==> config.mk <==
export PLATFORM = sky130hd
export DESIGN_NAME = alu_cmd_driver_flat
export DESIGN_NICKNAME = d
export VERILOG_FILES = /design/src/rtl/alu_cmd_if.sv /design/src/rtl/alu_cmd_driver.sv /design/src/flat_wrapper.sv
export SDC_FILE = /design/constraint.sdc
export NUM_CORES = 1
export LEC_CHECK = 0
export CAP_MARGIN = 10
export CORE_ASPECT_RATIO = 2
export CORE_UTILIZATION = 35
export CTS_BUF_LIST = sky130_fd_sc_hd__clkbuf_4
export DETAILED_ROUTE_END_ITERATION = 8
export PLACE_DENSITY_LB_ADDON = 0.1
export RECOVER_POWER = 25
export SYNTH_ARGS = -nofsm -noshare
export SYNTH_HDL_FRONTEND = slang
export SYNTH_SLANG_ARGS = --single-unit
==> constraint.sdc <==
create_clock -name clk -period 1.89 [get_ports clk]
set_input_delay 0.189 -clock clk [delete_from_list [all_inputs] [get_ports clk]]
set_output_delay 0.189 -clock clk [all_outputs]
set_load 0.005 [all_outputs]
==> src/rtl/alu_cmd_if.sv <==
// -----------------------------------------------------------------------------
// alu_cmd_if
//
// Command / response stream bundle between a caller (control or sequencing
// logic) and alu_cmd_driver.
//
//   Command stream (caller -> driver)
//     cmd_valid   command present
//     cmd_ready   driver can accept a command
//     cmd_opcode  ALU opcode (000 ADD .. 111 SHR)
//     cmd_a       operand A
//     cmd_b       operand B
//     cmd_tag     caller tag, echoed on the response
//
//   Response stream (driver -> caller)
//     rsp_valid   response present
//     rsp_ready   caller accepts the response
//     rsp_result  sampled ALU result
//     rsp_opcode  opcode of the completed command
//     rsp_tag     echoed tag
//
// Modports:
//   master - the caller side (drives commands, accepts responses)
//   slave  - the driver side (accepts commands, drives responses)
// -----------------------------------------------------------------------------
interface alu_cmd_if #(
    parameter int TAG_W = 4
);
    logic             cmd_valid;
    logic             cmd_ready;
    logic [2:0]       cmd_opcode;
    logic [7:0]       cmd_a;
    logic [7:0]       cmd_b;
    logic [TAG_W-1:0] cmd_tag;

    logic             rsp_valid;
    logic             rsp_ready;
    logic [7:0]       rsp_result;
    logic [2:0]       rsp_opcode;
    logic [TAG_W-1:0] rsp_tag;

    modport master (
        output cmd_valid, cmd_opcode, cmd_a, cmd_b, cmd_tag, rsp_ready,
        input  cmd_ready, rsp_valid, rsp_result, rsp_opcode, rsp_tag
    );

    modport slave (
        input  cmd_valid, cmd_opcode, cmd_a, cmd_b, cmd_tag, rsp_ready,
        output cmd_ready, rsp_valid, rsp_result, rsp_opcode, rsp_tag
    );
endinterface

==> src/rtl/alu_cmd_driver.sv <==
// -----------------------------------------------------------------------------
// alu_cmd_driver
//
// Initiator side of the combinational ALU. Accepts one command at a time on a
// valid/ready stream, registers the opcode and operands onto the ALU inputs,
// waits SETTLE_CYCLES clock edges, samples the ALU result and returns it with
// the caller's tag on a valid/ready response stream. Turns the combinational
// ALU into a handshaked, clocked execution unit with one command in flight.
//
// Parameters:
//   SETTLE_CYCLES  edges from command accept to result sample, legal 1..15
//   TAG_W          width of the command/response tag
//
// Ports:
//   clk            rising-edge clock
//   rst_n          asynchronous active-low reset
//   bus            alu_cmd_if.slave: command and response streams
//   alu_opcode     registered opcode to the ALU
//   alu_operand_a  registered operand A to the ALU
//   alu_operand_b  registered operand B to the ALU
//   alu_result     combinational result from the ALU
//   busy           high while a command is settling or awaiting handshake
//   op_count       completed response handshakes, wraps at 16 bits
//
// All outputs are registers; cmd_valid and rsp_ready only steer next state.
// -----------------------------------------------------------------------------
module alu_cmd_driver #(
    parameter int SETTLE_CYCLES = 1,
    parameter int TAG_W         = 4
) (
    input  logic        clk,
    input  logic        rst_n,

    alu_cmd_if.slave    bus,

    output logic [2:0]  alu_opcode,
    output logic [7:0]  alu_operand_a,
    output logic [7:0]  alu_operand_b,
    input  logic [7:0]  alu_result,

    output logic        busy,
    output logic [15:0] op_count
);

    localparam int DATA_W = 8;
    localparam int CNT_W  = 4;

    // The counter is preloaded with SETTLE_CYCLES-1 so that a zero count on
    // the current edge means "this is the sampling edge".
    localparam logic [CNT_W-1:0] SETTLE_LOAD = CNT_W'(SETTLE_CYCLES - 1);

    localparam logic [1:0] ST_IDLE   = 2'd0;
    localparam logic [1:0] ST_SETTLE = 2'd1;
    localparam logic [1:0] ST_RESP   = 2'd2;

    logic [1:0]        state;
    logic [CNT_W-1:0]  settle_cnt;
    logic              cmd_ready_q;
    logic              busy_q;
    logic [15:0]       op_count_q;

    logic [2:0]        alu_opcode_p0;
    logic [DATA_W-1:0] alu_a_p0;
    logic [DATA_W-1:0] alu_b_p0;
    logic [TAG_W-1:0]  tag_p0;

    logic              rsp_vld_p1;
    logic [DATA_W-1:0] rsp_result_p1;
    logic [2:0]        rsp_opcode_p1;
    logic [TAG_W-1:0]  rsp_tag_p1;

    logic              cmd_fire;
    logic              rsp_fire;

    assign cmd_fire = bus.cmd_valid && cmd_ready_q;
    assign rsp_fire = rsp_vld_p1 && bus.rsp_ready;

    function automatic logic [15:0] count_inc(input logic [15:0] cnt);
        // Natural 16-bit wrap from 0xFFFF to 0x0000.
        count_inc = cnt + 16'd1;
    endfunction

    always_ff @(posedge clk or negedge rst_n) begin
        if (!rst_n) begin
            state         <= ST_IDLE;
            settle_cnt    <= '0;
            cmd_ready_q   <= 1'b0;
            busy_q        <= 1'b0;
            op_count_q    <= '0;
            alu_opcode_p0 <= '0;
            alu_a_p0      <= '0;
            alu_b_p0      <= '0;
            tag_p0        <= '0;
            rsp_vld_p1    <= 1'b0;
            rsp_result_p1 <= '0;
            rsp_opcode_p1 <= '0;
            rsp_tag_p1    <= '0;
        end else begin
            case (state)
                ST_IDLE: begin
                    // Stage p0: capture the command onto the ALU inputs.
                    if (cmd_fire) begin
                        alu_opcode_p0 <= bus.cmd_opcode;
                        alu_a_p0      <= bus.cmd_a;
                        alu_b_p0      <= bus.cmd_b;
                        tag_p0        <= bus.cmd_tag;
                        settle_cnt    <= SETTLE_LOAD;
                        cmd_ready_q   <= 1'b0;
                        busy_q        <= 1'b1;
                        state         <= ST_SETTLE;
                    end else begin
                        // First edge out of reset raises cmd_ready here.
                        cmd_ready_q   <= 1'b1;
                    end
                end

                ST_SETTLE: begin
                    // Stage p1: sample the settled ALU result.
                    if (settle_cnt != '0) begin
                        settle_cnt    <= settle_cnt - 1'b1;
                    end else begin
                        rsp_result_p1 <= alu_result;
                        rsp_opcode_p1 <= alu_opcode_p0;
                        rsp_tag_p1    <= tag_p0;
                        rsp_vld_p1    <= 1'b1;
                        state         <= ST_RESP;
                    end
                end

                ST_RESP: begin
                    // Response held until consumed; no limit on backpressure.
                    if (rsp_fire) begin
                        rsp_vld_p1  <= 1'b0;
                        busy_q      <= 1'b0;
                        op_count_q  <= count_inc(op_count_q);
                        cmd_ready_q <= 1'b1;
                        state       <= ST_IDLE;
                    end
                end

                default: begin
                    // Unreachable encoding: fall back to a quiet IDLE.
                    state       <= ST_IDLE;
                    cmd_ready_q <= 1'b0;
                    busy_q      <= 1'b0;
                    rsp_vld_p1  <= 1'b0;
                end
            endcase
        end
    end

    assign bus.cmd_ready  = cmd_ready_q;
    assign bus.rsp_valid  = rsp_vld_p1;
    assign bus.rsp_result = rsp_result_p1;
    assign bus.rsp_opcode = rsp_opcode_p1;
    assign bus.rsp_tag    = rsp_tag_p1;

    assign alu_opcode    = alu_opcode_p0;
    assign alu_operand_a = alu_a_p0;
    assign alu_operand_b = alu_b_p0;
    assign busy          = busy_q;
    assign op_count      = op_count_q;

    // Only one command may be in flight.
    a_ready_not_busy: assert property (@(posedge clk) disable iff (!rst_n)
        !(cmd_ready_q && busy_q));

    a_busy_matches_state: assert property (@(posedge clk) disable iff (!rst_n)
        busy_q == (state != ST_IDLE));

    // A stalled response must not change underneath the consumer.
    a_rsp_stable: assert property (@(posedge clk) disable iff (!rst_n)
        (rsp_vld_p1 && !bus.rsp_ready) |=>
            (rsp_vld_p1 && $stable(rsp_result_p1) && $stable(rsp_opcode_p1)
             && $stable(rsp_tag_p1)));

endmodule

==> src/flat_wrapper.sv <==
// flat-port wrapper written by rule: the top's interface ports become plain ports
module alu_cmd_driver_flat 
#(
    parameter int SETTLE_CYCLES = 1,
    parameter int TAG_W         = 4
)
  (clk, rst_n, alu_opcode, alu_operand_a, alu_operand_b, alu_result, busy, op_count, bus_cmd_valid, bus_cmd_opcode, bus_cmd_a, bus_cmd_b, bus_cmd_tag, bus_rsp_ready, bus_cmd_ready, bus_rsp_valid, bus_rsp_result, bus_rsp_opcode, bus_rsp_tag);
  alu_cmd_if #(.TAG_W(TAG_W)) bus_i ();
  input  logic clk;
  input  logic rst_n;
  output logic [2:0] alu_opcode;
  output logic [7:0] alu_operand_a;
  output logic [7:0] alu_operand_b;
  input  logic [7:0] alu_result;
  output logic busy;
  output logic [15:0] op_count;
  input wire logic [$bits(bus_i.cmd_valid)-1:0] bus_cmd_valid;
  input wire logic [$bits(bus_i.cmd_opcode)-1:0] bus_cmd_opcode;
  input wire logic [$bits(bus_i.cmd_a)-1:0] bus_cmd_a;
  input wire logic [$bits(bus_i.cmd_b)-1:0] bus_cmd_b;
  input wire logic [$bits(bus_i.cmd_tag)-1:0] bus_cmd_tag;
  input wire logic [$bits(bus_i.rsp_ready)-1:0] bus_rsp_ready;
  output wire logic [$bits(bus_i.cmd_ready)-1:0] bus_cmd_ready;
  output wire logic [$bits(bus_i.rsp_valid)-1:0] bus_rsp_valid;
  output wire logic [$bits(bus_i.rsp_result)-1:0] bus_rsp_result;
  output wire logic [$bits(bus_i.rsp_opcode)-1:0] bus_rsp_opcode;
  output wire logic [$bits(bus_i.rsp_tag)-1:0] bus_rsp_tag;
  assign bus_i.cmd_valid = bus_cmd_valid;
  assign bus_i.cmd_opcode = bus_cmd_opcode;
  assign bus_i.cmd_a = bus_cmd_a;
  assign bus_i.cmd_b = bus_cmd_b;
  assign bus_i.cmd_tag = bus_cmd_tag;
  assign bus_i.rsp_ready = bus_rsp_ready;
  assign bus_cmd_ready = bus_i.cmd_ready;
  assign bus_rsp_valid = bus_i.rsp_valid;
  assign bus_rsp_result = bus_i.rsp_result;
  assign bus_rsp_opcode = bus_i.rsp_opcode;
  assign bus_rsp_tag = bus_i.rsp_tag;
  alu_cmd_driver #(.SETTLE_CYCLES(SETTLE_CYCLES), .TAG_W(TAG_W)) u_core (.clk(clk), .rst_n(rst_n), .bus(bus_i), .alu_opcode(alu_opcode), .alu_operand_a(alu_operand_a), .alu_operand_b(alu_operand_b), .alu_result(alu_result), .busy(busy), .op_count(op_count));
endmodule
==> impl_metrics.toml <==
[run_status]
outcome = "finished, final reports clean"

[clock_network]
cts_tree = "yes"
cts_max_level = 3
clockBufferDepth = 2
clk_latency_ns = 0.41
clkTransAtPathRegs_ns = 0.11
cts_inserted_buffers = 9
cts_resized = 0
cts_sinks = 63
cts-root-buf = "clkbuf_4"
cts_setup_buffers = 0
ctsHoldBuffers = 1

[sta]
relSlewSlack_pct = 42.2
fmax_ghz = 0.587
clock-skew-final_ns = 0.0124
worst_pin_slew_ns = 0.867
finalHoldViolCount = 0
post-route-period-util_pct = 90.1
hold_ws_ns = 0.375
maxSlewViolCount = 0
period_minus_slack_ns = 1.70
fin_setup_tns_ns = 0
rsz0062_at_grt = "no"
setup_viol = 0

[floorplan]
num_io_pins = 88
die_x_um = 63.8
die_h_um = 126
initial_utilization_pct = 36.5
fp.coreArea_sq_um = 7320
die-area_sq_um = 8000
fp-row-count = 44

[pwr]
p_comb_share_pct = 43.3
clockPowerShare_pct = 16.2
powerDensity_nw_per_um2 = 1430
cellLeakagePower_uw = 0.00169
power.switching_uw = 1590
seq_power_share_pct = 40.5
p_sw_share_pct = 28.9
p_int_uw = 3910
peakVddDrop_uv = 724

[global_routing]
grt_pass1_wl_um = 9200
antenna_found_initial = 0
gr-total-overflow = 0
busiest_layer = "met2"
grtUsageMet2_pct = 27.2
grt_max_degree = 64
globalRouteMet1Util_pct = 16.1
met3_usage_pct = 5.38
grt_use_total_pct = 15.7
grt_pass1_vias = 1904

[yosys]
synth_compound_area_share_pct = 3.23
syn_area_sq_um = 2670
synth_seq_area_share_pct = 59.0
ys_types = 34
synth_seq_cells = 63
ys_warn_count = 0
syn-mean-instance-area_sq_um = 14.3
synth_xor_area_share_pct = 5.58
syn_inst = 187
synth_mux_area_share_pct = 17.3
synth_nets = 225
synthAdderAreaFrac_pct = 1.41
synth-simple-area-share_pct = 11.4
synth_top_family_by_area = "multiplexers"

[route]
drc = 0
finalWirelength_um = 5560
wl_per_cell_um = 14.3
viasPerCell = 4.73
firstDrtPassIters = 4
routed-via-count = 1834
antenna_left = 0
drtIter0Drc = 88

[place]
dpl.hpwl_um = 4070
io_buffer_count = 87
gp_congestion = 0.729

[setup_path]
arrival_ns = 2.01
cp.required_ns = 2.19
worstPathMaxFanout = 16
end_kind = "flop"
cp-start-kind = "flop"
critPathKind = "reg2reg"

[layout]
diodes = 0
finalNetCount = 329
drive_above_1_share_pct = 25.0
area_growth_pct = 44.4
nFillCells = 643

[worst_hold_path]
hp-class = "in2reg"

[flow_run]
drv_cap = 0
## synth_stat cells
| library cell | number | area, sq um |
|---|---|---|
| dfrtp_1 | 63 | 1580 |
| and3_1 | 1 | 6.26 |
| nor2_4 | 1 | 11.3 |
| nor3_2 | 1 | 10.0 |
| nor3b_4 | 1 | 18.8 |
| nor3_1 | 5 | 25.0 |
| xnor2_1 | 13 | 114 |
| or2_2 | 1 | 6.26 |
| mux2_2 | 29 | 327 |
| nand2_2 | 1 | 6.26 |
| o31ai_1 | 1 | 7.51 |
| xor2_1 | 4 | 35.0 |
| nand3_1 | 6 | 30.0 |
| inv_1 | 3 | 11.3 |
| a21oi_1 | 5 | 25.0 |
| buf_2 | 1 | 5.00 |
| a22o_1 | 2 | 17.5 |
| o2bb2ai_1 | 1 | 8.76 |
| nand4b_4 | 1 | 23.8 |
| o21a_1 | 1 | 7.51 |
| and4_1 | 1 | 8.76 |
| ha_1 | 3 | 37.5 |
| mux2_4 | 9 | 135 |
| buf_4 | 2 | 15.0 |
| nand4_1 | 2 | 12.5 |
| a21o_1 | 2 | 15.0 |
| nor2_1 | 6 | 22.5 |
| o21ai_0 | 1 | 5.00 |
| clkbuf_1 | 1 | 3.75 |
| nand2_1 | 13 | 48.8 |
| nor4_4 | 2 | 42.5 |
| and4bb_2 | 2 | 25.0 |
| buf_12 | 1 | 20.0 |
| nor2b_1 | 1 | 6.26 |
## cells in the final DEF (no fill, tap or decap), types with 2 or more instances in the layout
master           count
inv_1                3
a21oi_1              5
nand4_1              2
buf_12               2
nand2_1             13
nor3_1               5
buf_4                7
nand3_1              6
clkdlybuf4s50_1     86
mux2_4               9
a21o_1               2
xnor2_1             13
clkinv_2             3
mux2_2              29
dfrtp_1             63
a22o_1               2
clkbuf_4            12
nor4_4               2
xor2_1               4
and4bb_2             2
nor2_1               6
ha_1                 3
## power by group through the flow
| stage | Sequential, uW | Clock, uW | Combinational (uW) |
|---|---|---|---|
| after floorplan | 2260 | 0 | 1120 |
| after global placement | 2250 | 0 | 2380 |
| after detailed placement | 2250 | 0 | 2420 |
| after CTS | 2240 | 935 | 2430 |
| after global routing | 2300 | 995 | 2570 |
| final | 2230 | 893 | 2380 |
## state kept, by name (all words and copies together), names as in the netlist
signal	count
u_core.alu_opcode	3
u_core.alu_operand_a	8
u_core.alu_operand_b	8
u_core.bus.cmd_ready	1
u_core.bus.rsp_opcode	3
u_core.bus.rsp_result	8
u_core.bus.rsp_tag	4
u_core.bus.rsp_valid	1
u_core.busy	1
u_core.op_count	16
u_core.settle_cnt	4
u_core.state	2
u_core.tag_p0	4
## cell families (layout without fill, tap and decap cells)
group,count (synthesis),after routing
AO/OA/AOI/OAI,13,13
buffers and inverters,8,117
multiplexers,38,38
XOR/XNOR,17,17
AND/OR/NAND/NOR,45,45
adder cells (fa/ha/maj),3,3
flip-flops,63,63
## layout make-up
| type | instances | area [sq um] | area share [%] |
|---|---|---|---|
| sequential | 63 | 1580 | 40.9 |
| clock inverter | 5 | 48.8 | 1.27 |
| multi-input combinational | 116 | 1040 | 27.1 |
| clock buffer | 11 | 82.6 | 2.14 |
| inverter | 3 | 11.3 | 0.292 |
| timing repair buffer | 98 | 976 | 25.3 |
| tap | 92 | 115 | 2.99 |
## final timing paths
| kind | from | end | slack (ns) | depth (start not counted) |
|---|---|---|---|---|
| worst max-delay path | u_core.settle_cnt[0] | u_core.bus.rsp_opcode[2] | 0.19 | 7 |
| worst min-delay path | bus_cmd_a[2] | u_core.alu_operand_a[2] | 0.37 | 2 |
| worst max register to register | u_core.settle_cnt[0] | u_core.bus.rsp_opcode[2] | 0.19 | 7 |
| worst min register to register | u_core.op_count[15] | u_core.op_count[15] | 0.48 | 1 |
| max in group asynchronous | rst_n | u_core.op_count[4] | 0.80 | 3 |
| min in group asynchronous | rst_n | u_core.alu_operand_a[6] | 0.52 | 3 |
## routing by layer
metal  vias up  routed length, um
met1       913               2100
met4         0                112
li1        864                  -
met5         -                  0
met2        48               3110
met3         9                240
## worst max-delay path, cell delays in order, from the launching register on
cell and delay, ns:
dfrtp_1 0.43, inv_1 0.09, ha_1 0.15, nor3b_4 0.20, nand2_2 0.09, nor2_4 0.10, buf_12 0.17, mux2_2 0.35
## stage by stage
stage / power (uW) / util [%] / setup WS, ns / instances / area, sq um
after detailed placement: 4670 / 50.9 / 0.114 / 371 / 3730
after CTS: 5600 / 52.8 / 0.176 / 388 / 3870
after global routing: 5870 / 52.6 / 0.0649 / 388 / 3850
after floorplan: 3380 / - / 0.111 / 187 / 2670
after global placement: 4630 / 50.9 / 0.157 / 371 / 3730
final: 5500 / 52.6 / 0.187 / 388 / 3850
(Power assumes the default switching activity.)
